### config.mk
export PLATFORM = sky130hd
export DESIGN_NAME = ysyx_25040129_icache_flat
export DESIGN_NICKNAME = d
export VERILOG_FILES = /design/src/rtl/ysyx_25040129_icache_pkg.sv /design/src/rtl/ysyx_25040129_icache_if.sv /design/src/rtl/ysyx_25040129_icache_array.sv /design/src/rtl/ysyx_25040129_icache.sv /design/src/flat_wrapper.sv
export SDC_FILE = /design/constraint.sdc
export NUM_CORES = 2
export LEC_CHECK = 0
export BUFFER_PORTS_ARGS = -buffer_cell sky130_fd_sc_hd__buf_2
export CAP_MARGIN = 25
export CORE_ASPECT_RATIO = 1.75
export CORE_MARGIN = 2
export CORE_UTILIZATION = 59
export DETAILED_ROUTE_END_ITERATION = 12
export PLACE_DENSITY = 0.75
export SLEW_MARGIN = 20
export SYNTH_ARGS = -nofsm -noshare
export SYNTH_HDL_FRONTEND = slang
export SYNTH_HIERARCHICAL = 1
export SYNTH_SLANG_ARGS = --single-unit
### constraint.sdc
create_clock -name clk -period 6.75 [get_ports clk]
set_clock_uncertainty 0.1 [all_clocks]
set_input_delay 1.0125 -clock clk [delete_from_list [all_inputs] [get_ports clk]]
set_output_delay 1.0125 -clock clk [all_outputs]
set_load 0.01 [all_outputs]
### src/rtl/ysyx_25040129_icache_pkg.sv
// Shared definitions for the instruction cache: geometry defaults, AXI response codes,
// FSM state encoding and small helper functions.
package ysyx_25040129_icache_pkg;

  localparam int          LINE_WORDS_DEF = 4;
  localparam int          SETS_DEF       = 16;
  localparam logic [31:0] FLASH_START    = 32'h3000_0000;
  localparam logic [31:0] FLASH_SIZE     = 32'h1000_0000;

  localparam logic [1:0]  RESP_OKAY      = 2'b00;
  localparam logic [1:0]  RESP_SLVERR    = 2'b10;

  typedef enum logic [2:0] {
    S_IDLE   = 3'd0,
    S_LOOKUP = 3'd1,
    S_REF_AR = 3'd2,
    S_REF_R  = 3'd3,
    S_BYP_AR = 3'd4,
    S_BYP_R  = 3'd5,
    S_RESP   = 3'd6
  } state_e;

  // Unsigned wrap-around makes this a single compare for [base, base+size).
  function automatic logic in_window(input logic [31:0] a, input logic [31:0] base,
                                     input logic [31:0] size);
    return (a - base) < size;
  endfunction

  function automatic logic [31:0] sat_inc(input logic [31:0] v);
    return (v == 32'hFFFF_FFFF) ? v : v + 32'd1;
  endfunction

endpackage

### src/rtl/ysyx_25040129_icache_if.sv
// AXI4-Lite read channel (AR + R). Handshake: a transfer happens on a rising edge where
// valid and ready are both high; valid never waits on ready, and once valid is raised the
// payload (address or data/response) is held stable until the transfer completes.
interface ysyx_25040129_icache_if;
  logic [31:0] araddr;
  logic        arvalid;
  logic        arready;
  logic [31:0] rdata;
  logic [1:0]  rresp;
  logic        rvalid;
  logic        rready;

  modport master (output araddr, output arvalid, input arready,
                  input rdata, input rresp, input rvalid, output rready);
  modport slave  (input araddr, input arvalid, output arready,
                  output rdata, output rresp, output rvalid, input rready);
endinterface

### src/rtl/ysyx_25040129_icache_array.sv
// Tag/valid and data storage. Reads are combinational; writes and the flash-clear of all
// valid bits are synchronous. A flash-clear in the same cycle as a valid set wins.
module ysyx_25040129_icache_array #(
  parameter int LINE_WORDS = 4,
  parameter int SETS       = 16,
  parameter int TAG_W      = 24
) (
  input  logic                          clk,
  input  logic                          rst,
  input  logic                          flush_i,
  input  logic [$clog2(SETS)-1:0]       idx_i,
  input  logic [$clog2(LINE_WORDS)-1:0] rd_word_i,
  output logic                          rd_valid_o,
  output logic [TAG_W-1:0]              rd_tag_o,
  output logic [31:0]                   rd_data_o,
  input  logic                          wr_en_i,
  input  logic [$clog2(LINE_WORDS)-1:0] wr_word_i,
  input  logic [31:0]                   wr_data_i,
  input  logic                          tag_we_i,
  input  logic                          tag_valid_i,
  input  logic [TAG_W-1:0]              tag_i
);

  logic [SETS-1:0]  valid_q;
  logic [TAG_W-1:0] tag_q  [SETS];
  logic [31:0]      data_q [SETS*LINE_WORDS];

  assign rd_valid_o = valid_q[idx_i];
  assign rd_tag_o   = tag_q[idx_i];
  assign rd_data_o  = data_q[{idx_i, rd_word_i}];

  // Valid bits: reset and flush clear everything; a tag write sets the line's valid.
  always_ff @(posedge clk) begin
    if (rst) begin
      valid_q <= '0;
    end else begin
      if (tag_we_i) valid_q[idx_i] <= tag_valid_i;
      if (flush_i)  valid_q <= '0;
    end
  end

  // Tag storage, written on the last refill beat.
  always_ff @(posedge clk) begin
    if (tag_we_i) tag_q[idx_i] <= tag_i;
  end

  // Data storage, one word per refill beat.
  always_ff @(posedge clk) begin
    if (wr_en_i) data_q[{idx_i, wr_word_i}] <= wr_data_i;
  end

endmodule

### src/rtl/ysyx_25040129_icache.sv
// Direct-mapped read-only instruction cache: hit path, line refill, uncached bypass,
// fence.i invalidation and saturating hit/miss counters.
module ysyx_25040129_icache
  import ysyx_25040129_icache_pkg::*;
#(
  parameter int          LINE_WORDS = LINE_WORDS_DEF,
  parameter int          SETS       = SETS_DEF,
  parameter logic [31:0] CACHE_BASE = FLASH_START,
  parameter logic [31:0] CACHE_SIZE = FLASH_SIZE
) (
  input  logic                          clk,
  input  logic                          rst,
  input  logic                          fence_i,
  ysyx_25040129_icache_if.slave         ifu,
  ysyx_25040129_icache_if.master        mem,
  output logic [31:0]                   hit_cnt,
  output logic [31:0]                   miss_cnt,
  output state_e                        state_o
);

  localparam int WB = $clog2(LINE_WORDS);
  localparam int IB = $clog2(SETS);
  localparam int TW = 32 - 2 - WB - IB;

  state_e        state_q, state_d;
  logic [31:2]   addr_q, addr_d;
  logic [WB-1:0] beat_q, beat_d;
  logic          err_q, err_d, kill_q, kill_d;
  logic [31:0]   rdata_q, rdata_d;
  logic [1:0]    rresp_q, rresp_d;
  logic [31:0]   hit_q, hit_d, miss_q, miss_d;

  logic          arr_valid, arr_we, tag_we, tag_valid;
  logic [TW-1:0] arr_tag;
  logic [31:0]   arr_data;
  logic          cacheable, hit, last_beat;
  logic          unused_addr_lsb;

  wire [WB-1:0] req_word = addr_q[2 +: WB];
  wire [IB-1:0] req_idx  = addr_q[2+WB +: IB];
  wire [TW-1:0] req_tag  = addr_q[31 -: TW];

  assign unused_addr_lsb = ^ifu.araddr[1:0];
  assign cacheable = in_window({addr_q, 2'b00}, CACHE_BASE, CACHE_SIZE);
  assign hit       = cacheable && arr_valid && (arr_tag == req_tag);
  assign last_beat = (beat_q == WB'(LINE_WORDS - 1));
  assign hit_cnt   = hit_q;
  assign miss_cnt  = miss_q;
  assign state_o   = state_q;

  ysyx_25040129_icache_array #(
    .LINE_WORDS(LINE_WORDS), .SETS(SETS), .TAG_W(TW)
  ) u_array (
    .clk        (clk),
    .rst        (rst),
    .flush_i    (fence_i),
    .idx_i      (req_idx),
    .rd_word_i  (req_word),
    .rd_valid_o (arr_valid),
    .rd_tag_o   (arr_tag),
    .rd_data_o  (arr_data),
    .wr_en_i    (arr_we),
    .wr_word_i  (beat_q),
    .wr_data_i  (mem.rdata),
    .tag_we_i   (tag_we),
    .tag_valid_i(tag_valid),
    .tag_i      (req_tag)
  );

  // State and datapath registers.
  always_ff @(posedge clk) begin
    if (rst) begin
      state_q <= S_IDLE;
      addr_q  <= '0;
      beat_q  <= '0;
      err_q   <= 1'b0;
      kill_q  <= 1'b0;
      rdata_q <= '0;
      rresp_q <= RESP_OKAY;
      hit_q   <= '0;
      miss_q  <= '0;
    end else begin
      state_q <= state_d;
      addr_q  <= addr_d;
      beat_q  <= beat_d;
      err_q   <= err_d;
      kill_q  <= kill_d;
      rdata_q <= rdata_d;
      rresp_q <= rresp_d;
      hit_q   <= hit_d;
      miss_q  <= miss_d;
    end
  end

  // Next-state and bus outputs.
  always_comb begin
    state_d     = state_q;
    addr_d      = addr_q;
    beat_d      = beat_q;
    err_d       = err_q;
    kill_d      = kill_q | (fence_i && (state_q == S_REF_AR || state_q == S_REF_R));
    rdata_d     = rdata_q;
    rresp_d     = rresp_q;
    hit_d       = hit_q;
    miss_d      = miss_q;
    arr_we      = 1'b0;
    tag_we      = 1'b0;
    tag_valid   = 1'b0;
    ifu.arready = 1'b0;
    ifu.rvalid  = 1'b0;
    ifu.rdata   = rdata_q;
    ifu.rresp   = rresp_q;
    mem.arvalid = 1'b0;
    mem.araddr  = '0;
    mem.rready  = 1'b0;
    case (state_q)
      S_IDLE: begin
        ifu.arready = 1'b1;
        if (ifu.arvalid) begin
          addr_d  = ifu.araddr[31:2];
          state_d = S_LOOKUP;
        end
      end
      S_LOOKUP: begin
        if (!cacheable) begin
          state_d = S_BYP_AR;
        end else if (hit) begin
          // Hit answers in this cycle; the register copy covers a stalled IFU.
          ifu.rvalid = 1'b1;
          ifu.rdata  = arr_data;
          ifu.rresp  = RESP_OKAY;
          rdata_d    = arr_data;
          rresp_d    = RESP_OKAY;
          hit_d      = sat_inc(hit_q);
          state_d    = ifu.rready ? S_IDLE : S_RESP;
        end else begin
          miss_d  = sat_inc(miss_q);
          beat_d  = '0;
          err_d   = 1'b0;
          kill_d  = 1'b0;
          state_d = S_REF_AR;
        end
      end
      S_REF_AR: begin
        mem.arvalid = 1'b1;
        mem.araddr  = {addr_q[31:2+WB], beat_q, 2'b00};
        if (mem.arready) state_d = S_REF_R;
      end
      S_REF_R: begin
        mem.rready = 1'b1;
        if (mem.rvalid) begin
          arr_we = 1'b1;
          err_d  = err_q | (mem.rresp != RESP_OKAY);
          if (beat_q == req_word) rdata_d = mem.rdata;
          if (last_beat) begin
            tag_we    = 1'b1;
            tag_valid = !err_d && !kill_d;
            rresp_d   = err_d ? RESP_SLVERR : RESP_OKAY;
            state_d   = S_RESP;
          end else begin
            beat_d  = beat_q + 1'b1;
            state_d = S_REF_AR;
          end
        end
      end
      S_BYP_AR: begin
        mem.arvalid = 1'b1;
        mem.araddr  = {addr_q, 2'b00};
        if (mem.arready) state_d = S_BYP_R;
      end
      S_BYP_R: begin
        mem.rready = 1'b1;
        if (mem.rvalid) begin
          rdata_d = mem.rdata;
          rresp_d = mem.rresp;
          state_d = S_RESP;
        end
      end
      S_RESP: begin
        ifu.rvalid = 1'b1;
        if (ifu.rready) state_d = S_IDLE;
      end
      default: state_d = S_IDLE;
    endcase
  end

endmodule

### src/flat_wrapper.sv
// flat-port wrapper written by rule: the top's interface ports become plain ports
module ysyx_25040129_icache_flat import ysyx_25040129_icache_pkg::*;
#(
  parameter int          LINE_WORDS = LINE_WORDS_DEF,
  parameter int          SETS       = SETS_DEF,
  parameter logic [31:0] CACHE_BASE = FLASH_START,
  parameter logic [31:0] CACHE_SIZE = FLASH_SIZE
)
  (clk, rst, fence_i, hit_cnt, miss_cnt, state_o, ifu_araddr, ifu_arvalid, ifu_arready, ifu_rdata, ifu_rresp, ifu_rvalid, ifu_rready, mem_araddr, mem_arvalid, mem_arready, mem_rdata, mem_rresp, mem_rvalid, mem_rready);
  ysyx_25040129_icache_if ifu_i ();
  ysyx_25040129_icache_if mem_i ();
  input  logic clk;
  input  logic rst;
  input  logic fence_i;
  output logic [31:0] hit_cnt;
  output logic [31:0] miss_cnt;
  output state_e state_o;
  input wire logic [$bits(ifu_i.araddr)-1:0] ifu_araddr;
  input wire logic [$bits(ifu_i.arvalid)-1:0] ifu_arvalid;
  output wire logic [$bits(ifu_i.arready)-1:0] ifu_arready;
  output wire logic [$bits(ifu_i.rdata)-1:0] ifu_rdata;
  output wire logic [$bits(ifu_i.rresp)-1:0] ifu_rresp;
  output wire logic [$bits(ifu_i.rvalid)-1:0] ifu_rvalid;
  input wire logic [$bits(ifu_i.rready)-1:0] ifu_rready;
  output wire logic [$bits(mem_i.araddr)-1:0] mem_araddr;
  output wire logic [$bits(mem_i.arvalid)-1:0] mem_arvalid;
  input wire logic [$bits(mem_i.arready)-1:0] mem_arready;
  input wire logic [$bits(mem_i.rdata)-1:0] mem_rdata;
  input wire logic [$bits(mem_i.rresp)-1:0] mem_rresp;
  input wire logic [$bits(mem_i.rvalid)-1:0] mem_rvalid;
  output wire logic [$bits(mem_i.rready)-1:0] mem_rready;
  assign ifu_i.araddr = ifu_araddr;
  assign ifu_i.arvalid = ifu_arvalid;
  assign ifu_arready = ifu_i.arready;
  assign ifu_rdata = ifu_i.rdata;
  assign ifu_rresp = ifu_i.rresp;
  assign ifu_rvalid = ifu_i.rvalid;
  assign ifu_i.rready = ifu_rready;
  assign mem_araddr = mem_i.araddr;
  assign mem_arvalid = mem_i.arvalid;
  assign mem_i.arready = mem_arready;
  assign mem_i.rdata = mem_rdata;
  assign mem_i.rresp = mem_rresp;
  assign mem_i.rvalid = mem_rvalid;
  assign mem_rready = mem_i.rready;
  ysyx_25040129_icache #(.LINE_WORDS(LINE_WORDS), .SETS(SETS), .CACHE_BASE(CACHE_BASE), .CACHE_SIZE(CACHE_SIZE)) u_core (.clk(clk), .rst(rst), .fence_i(fence_i), .ifu(ifu_i), .mem(mem_i), .hit_cnt(hit_cnt), .miss_cnt(miss_cnt), .state_o(state_o));
endmodule
Word level (Yosys, flattened, before mapping)
Memories as Yosys holds them, arrays and structs flattened. A register that Yosys moved wholly into a read port is not among the register bits.
Cells that the tools add are included.
- reductions and logical operators: 23
- $lt $le $gt $ge: 3
- add/sub/neg operators: 4
- bitwise operators: 5
- muxes and demuxes: 66
- equal/unequal tests: 22
- operator list (cell ; number):
    32-bit 2-to-1 mux ; 6
    32-bit case mux with 3 select lines ; 1
    32-bit by 1-bit adder with 32-bit output (second input constant) ; 2
    32-bit equality test (second input constant) ; 2
    32-bit case mux with 2 select lines ; 1
    32-bit by 29-bit < comparator with 1-bit output (second input constant) ; 1
    32-bit by 30-bit subtractor with 32-bit output (second input constant) ; 1
    3-bit 2-to-1 mux ; 10
    1-bit 2-to-1 mux ; 25
    24-bit equality test ; 1
    2-bit 2-to-1 mux ; 11
    3-bit case mux with 7 select lines ; 1
    4-bit AND reduction ; 5
    2-bit != test (second input constant) ; 9
    16-bit bitwise mux ; 1
    6-bit 2-to-1 mux ; 2
    3-bit equality test (second input constant) ; 3
    4-bit 2-to-1 mux ; 2
    3-bit by 2-bit equality test with 1-bit output (second input constant) ; 2
    2-bit case mux with 3 select lines ; 1
    6-bit AND reduction ; 1
    2-bit OR reduction ; 3
    1-bit logical AND ; 5
    4-bit by 5-bit < comparator with 1-bit output (second input constant) ; 1
    19 further kinds ; 26
- output and inout bits: 137
- memory bits (writable): 2432
- memories: 2
- word-level logic and storage cells: 135
- flip-flop bits (word level): 151
- input bits: 73
- memories (name ; words ; width ; read ports ; clocked after Yosys merged registers in ; write ports ; RTL line ; RTL):
    u_core.u_array.data_q ; 64 ; 32 ; 1 ; 1 ; 1 ; ysyx_25040129_icache_array.sv:26 ; logic [31:0] data_q [SETS*LINE_WORDS];
    u_core.u_array.tag_q ; 16 ; 24 ; 1 ; 1 ; 1 ; ysyx_25040129_icache_array.sv:25 ; logic [TAG_W-1:0] tag_q [SETS];

Depth between registers and ports, before layout
- word-level depth: 10
- mapped depth: 14
- gate-level depth less buffers: 8

Modules after synthesis
The synthesis kept the hierarchy.
- modules (own cells, without submodules) (module ; cells an instance ; times used ; area each (um2)):
    ysyx_25040129_icache_array ; 3899 ; 1 ; 92366.1
    ysyx_25040129_icache ; 1002 ; 1 ; 7791.2

Worst setup path before layout
Ideal clock, no wire load.
- kind: input port to flip-flop
- start point: input mem_rvalid
- end point: memory u_core.u_array.data_q[48][0] (enable)
- cell stages on the path: 4
- required time: 6148 ps
- arrival time: 4609 ps
- path buffers: 0
- path slack: 1540 ps
- path through: inv_1 nor2_1 nand2b_1 nor4_1
- cells in the longest elaborated chain, start to end: 4
- ends and longest elaborated chain (element ; RTL line ; RTL):
    from (decl) ; flat_wrapper.sv:30 ; input wire logic [$bits(mem_i.rvalid)-1:0] mem_rvalid;
    1-bit 2-to-1 mux ; ysyx_25040129_icache.sv:151 ; if (mem.rvalid) begin
    1-bit 2-to-1 mux ; ysyx_25040129_icache.sv:116 ; case (state_q)
    net u_core.arr_we ; ysyx_25040129_icache.sv:33 ; logic arr_valid, arr_we, tag_we, tag_valid;
    1-bit 2-to-1 mux ; ysyx_25040129_icache_array.sv:49 ; if (wr_en_i) data_q[{idx_i, wr_word_i}] <= wr_data_i;
    1-bit 2-to-1 mux (implied by the code) ; ysyx_25040129_icache_array.sv:49 ;
    to (decl) ; ysyx_25040129_icache_array.sv:26 ;
The timed path passes the listed nets, and every way through them passes these cells.

Final worst setup path
- start point: register u_core/addr_q[4] (netlist bit)
- end point: output ifu_rdata[27]
- cells in the longest elaborated chain, start to end: 7
- elaborated cells between the ends (all ways): 9
- classes of those cells: add/sub: 1; order compare: 1; mux: 5; reduce/logical: 2
- ends and longest elaborated chain (element ; RTL line ; RTL):
    from (decl) ; ysyx_25040129_icache.sv:26 ; logic [31:2] addr_q, addr_d;
    from (signal assigned) ; ysyx_25040129_icache.sv:84 ; addr_q <= addr_d;
    1-bit binary-select mux with 4-bit select ; ysyx_25040129_icache_array.sv:28 ; assign rd_valid_o = valid_q[idx_i];
    1-bit 2-to-1 mux (implied by the code) ; ysyx_25040129_icache_array.sv:28 ;
    net u_core.arr_valid ; ysyx_25040129_icache.sv:33 ;
    1-bit logical AND (2 in a row) ; ysyx_25040129_icache.sv:45 ; assign hit = cacheable && arr_valid && (arr_tag == req_tag);
    32-bit 2-to-1 mux ; ysyx_25040129_icache.sv:127 ; end else if (hit) begin
    32-bit 2-to-1 mux ; - ;
    32-bit 2-to-1 mux ; ysyx_25040129_icache.sv:116 ;
    to (decl) ; flat_wrapper.sv:21 ; output wire logic [$bits(ifu_i.rdata)-1:0] ifu_rdata;
The timed path passes the listed nets, and every way through them passes these cells. The select of a mux whose other input is x is not followed.

==> run summary <==
Worst VDD drop: 0.208 mV
Area growth syn-to-layout: 12.2%
Power per cell area: 291 mW/mm²
Initial antenna violation count: 20
Nets: 5,341
DRT Pass-1 Iters: 9
Min Tclk post-route: 6.43 ns
Top cells by count, synth: 2,432 x edfxtp_1, 637 x mux4_2, 263 x a21oi_1
Die ar.: 0.173 mm²
RSZ-0062 raised after global routing: false
Max Cap Viol: 0
Largest family of logic cells by synthesized area: multiplexers
Vias per inst: 6.89
Core Region: 0.169 mm²
Mean area per synthesized cell: 20.4 µm²
TritonCTS Buffers: 219
Routed Antenna Nets: 0
Storage cell area: 0.0761 mm²
Via Count: 52,800
Cell Area, Synth: 0.100 mm²
Hold_ws: 0.287 ns
Die W: 315 µm
Hold Startpoint: ifu_araddr[17]
Post-cts sizing count: 0
Setup bufs post-CTS: 0
Min-delay worst type: in2reg
Post-synthesis sequential area ratio: 75.9%
All-Layer GR Usage: 30.4%
Tcrit/Tclk final: 95.2%
PortBufs: 205
Synth top area share: 72.9%
Sink Count: 2,583
Die span in y: 549 µm
CP Max Fanout: 45
Total power: 32.7 mW
Post-synthesis xor/xnor area fraction: 0.201%
First-pass GRT wire length: 372 mm
Status: finished clean
Fill cell count: 10,600
DPL Wire Length: 150 mm
Clock Pin Slew Worst Setup and Hold Paths: 0.07 ns
R2R Setup Slk: 1.60 ns
Setup violators final: 0
Synth warnings: 6
Hold Violations, Final: 0
H-tree levels: 4
Fmax: 156 MHz
Cells after Synth: 4,901
Critical path arrival: 5.31 ns
Largest net degree at the start of global routing: 81
Footprint of the multi-input gates: 0.0232 mm²
Hold Path Sink: u_core/addr_q[17]
Worst hold path depth: 3
Worst path required time: 5.64 ns
Ys flop type: edfxtp_1
Top cells by area, synth: edfxtp_1 73%, mux4_2 14%, dfxtp_1 3.0%
Cell depth of the worst flop-to-flop path: 11
WS Path Type: reg2out
Initial Utilization: 59.2%
Most frequent cell after synthesis: edfxtp_1
Routed wire per std cell: 34.3 µm
Synth Register Bits: 2,583
Final RePlAce weighted congestion: 0.891
Pins over their slew limit: 0
Final TNS setup: 0 ns
EDFF count, synth: 2,432
Later-pin clock latency in the skew report: 0.86 ns
Total Routed Length: 263 mm
CTS Hold Bufs: 0
TritonCTS clock tree: done
Reg2reg end: u_core/rdata_q[18]
Slew @ Worst Pin: 1.10 ns
Remaining DRCs: 0
Worst R2R Start: u_core/addr_q[4]
Slew HR: 26.8%
Overflow after GRT: 0
Async set or reset register ratio after synthesis: 0%
IO Count: 210
Post-Synth Adder-Cell Area: 0.0475%
Crit end category: primary output
Row count: 200
Fraction of layout cells with a size suffix above 1: 28.2%
Starting DRT DRC Count: 6,589
Mux cell area share after synthesis: 14.8%
Cell variety after synth: 70
Leak: 34.7 nW
Root Buffer: clkbuf_16
Post-Synth Simple-Gate Area: 3.43%
Synth Area in Compound Gates: 4.09%
Vias in the first global route: 53,000
Max clock buf depth: 4
Area leader, netlist: edfxtp_1
CP startpoint kind: flip-flop
worst max-delay path, stage by stage (launching register included):
cell and delay [ns]:
dfxtp_4 0.87, buf_12 0.39, buf_4 0.31, mux4_2 0.53
mux4_2 0.51, nor3b_1 0.17, buf_4 0.17, and4_2 0.32
nand3_2 0.10, buf_4 0.51, nand2_1 0.13, nand2_1 0.20
buf_2 0.17
sequential cells by signal, indices dropped and copies added, names as in the netlist:
name	count
u_core/u_array/valid_q	16
u_core/hit_cnt	32
u_core/kill_q	1
u_core/u_array/data_q	2048
u_core/err_q	1
u_core/addr_q	30
u_core/rdata_q	32
u_core/state_o	3
u_core/rresp_q	2
u_core/u_array/tag_q	384
u_core/beat_q	2
u_core/miss_cnt	32
power by group:
| group | total, mW | internal [mW] | switching (mW) |
|---|---|---|---|
| logic | 2.66 | 1.03 | 1.63 |
| clock network | 12.4 | 6.82 | 5.55 |
| registers | 17.7 | 17.6 | 0.126 |
| total | 32.7 | 25.4 | 7.31 |
cell families after synthesis:
logic type	count (synthesis)
flip-flops	2583
multiplexers	682
AND/OR/NAND/NOR	647
AO/OA/AOI/OAI	641
buffers and inverters	320
XOR/XNOR	23
adder cells (fa/ha/maj)	4
other	1
area by class of cell:
type,instances,area share (%)
Antenna cell,12,0.0267
Clock buffer,273,5.20
Clock inverter,118,0.953
Inverter,13,0.0445
Multi-Input combinational cell,1999,20.6
Sequential cell,2583,67.7
Tap cell,2222,2.47
Timing Repair Buffer,449,2.98
worst max path at each step:
stage                           startpoint                           end  slack [ns]  cells past startpoint
final                     u_core/addr_q[4]                 ifu_rdata[27]        0.32                     12
after global routing      u_core/addr_q[4]                 ifu_rdata[27]        0.10                     12
after CTS                 u_core/addr_q[4]                 ifu_rdata[27]        0.30                     12
after detailed placement  u_core/addr_q[4]                 ifu_rdata[27]        1.22                     12
after global placement    u_core/addr_q[4]                 ifu_rdata[27]        1.22                     12
after floorplan                 mem_rvalid  u_core/u_array/data_q[48][0]        1.54                      4
cells in the final DEF (no fill, tap or decap), drive strengths merged, types with 4 or more instances in the layout:
cell      count
a21oi       263
a22oi       258
a311oi       31
and2         38
and3         12
and4         11
buf         449
bufinv       18
clkbuf      273
clkinv       82
clkinvlp     15
dfxtp       151
diode        12
edfxtp     2432
inv          16
mux2         14
mux2i        31
mux4        637
nand2       208
nand2b        8
nand3        42
nand4        30
nor2        113
nor2b        28
nor3         22
nor4         23
o21ai        42
o31ai        29
or2           7
or3          24
or3b          4
or4          65
xnor2         5
xor2         18
per-layer routing:
metal	part of all wire (%)	global-route usage, %	vias to the layer above
met2	52	52.4	3279
met5	0.056	0	-
met3	9.5	5.55	730
li1	-	-	21200
met4	6.5	16.9	24
met1	32	36.2	27600
metrics by stage:
step	instance area, µm²	setup slack (ns)	utilization (%)	instances
floorplan	100000	1.54	-	4902
global placement	105000	1.22	62.2	7259
detailed placement	105000	1.22	62.3	7262
CTS	112000	0.298	66.4	7653
global route	112000	0.101	66.4	7658
finish	112000	0.324	66.4	7669
No activity file was read; power rests on OpenSTA's default activity.
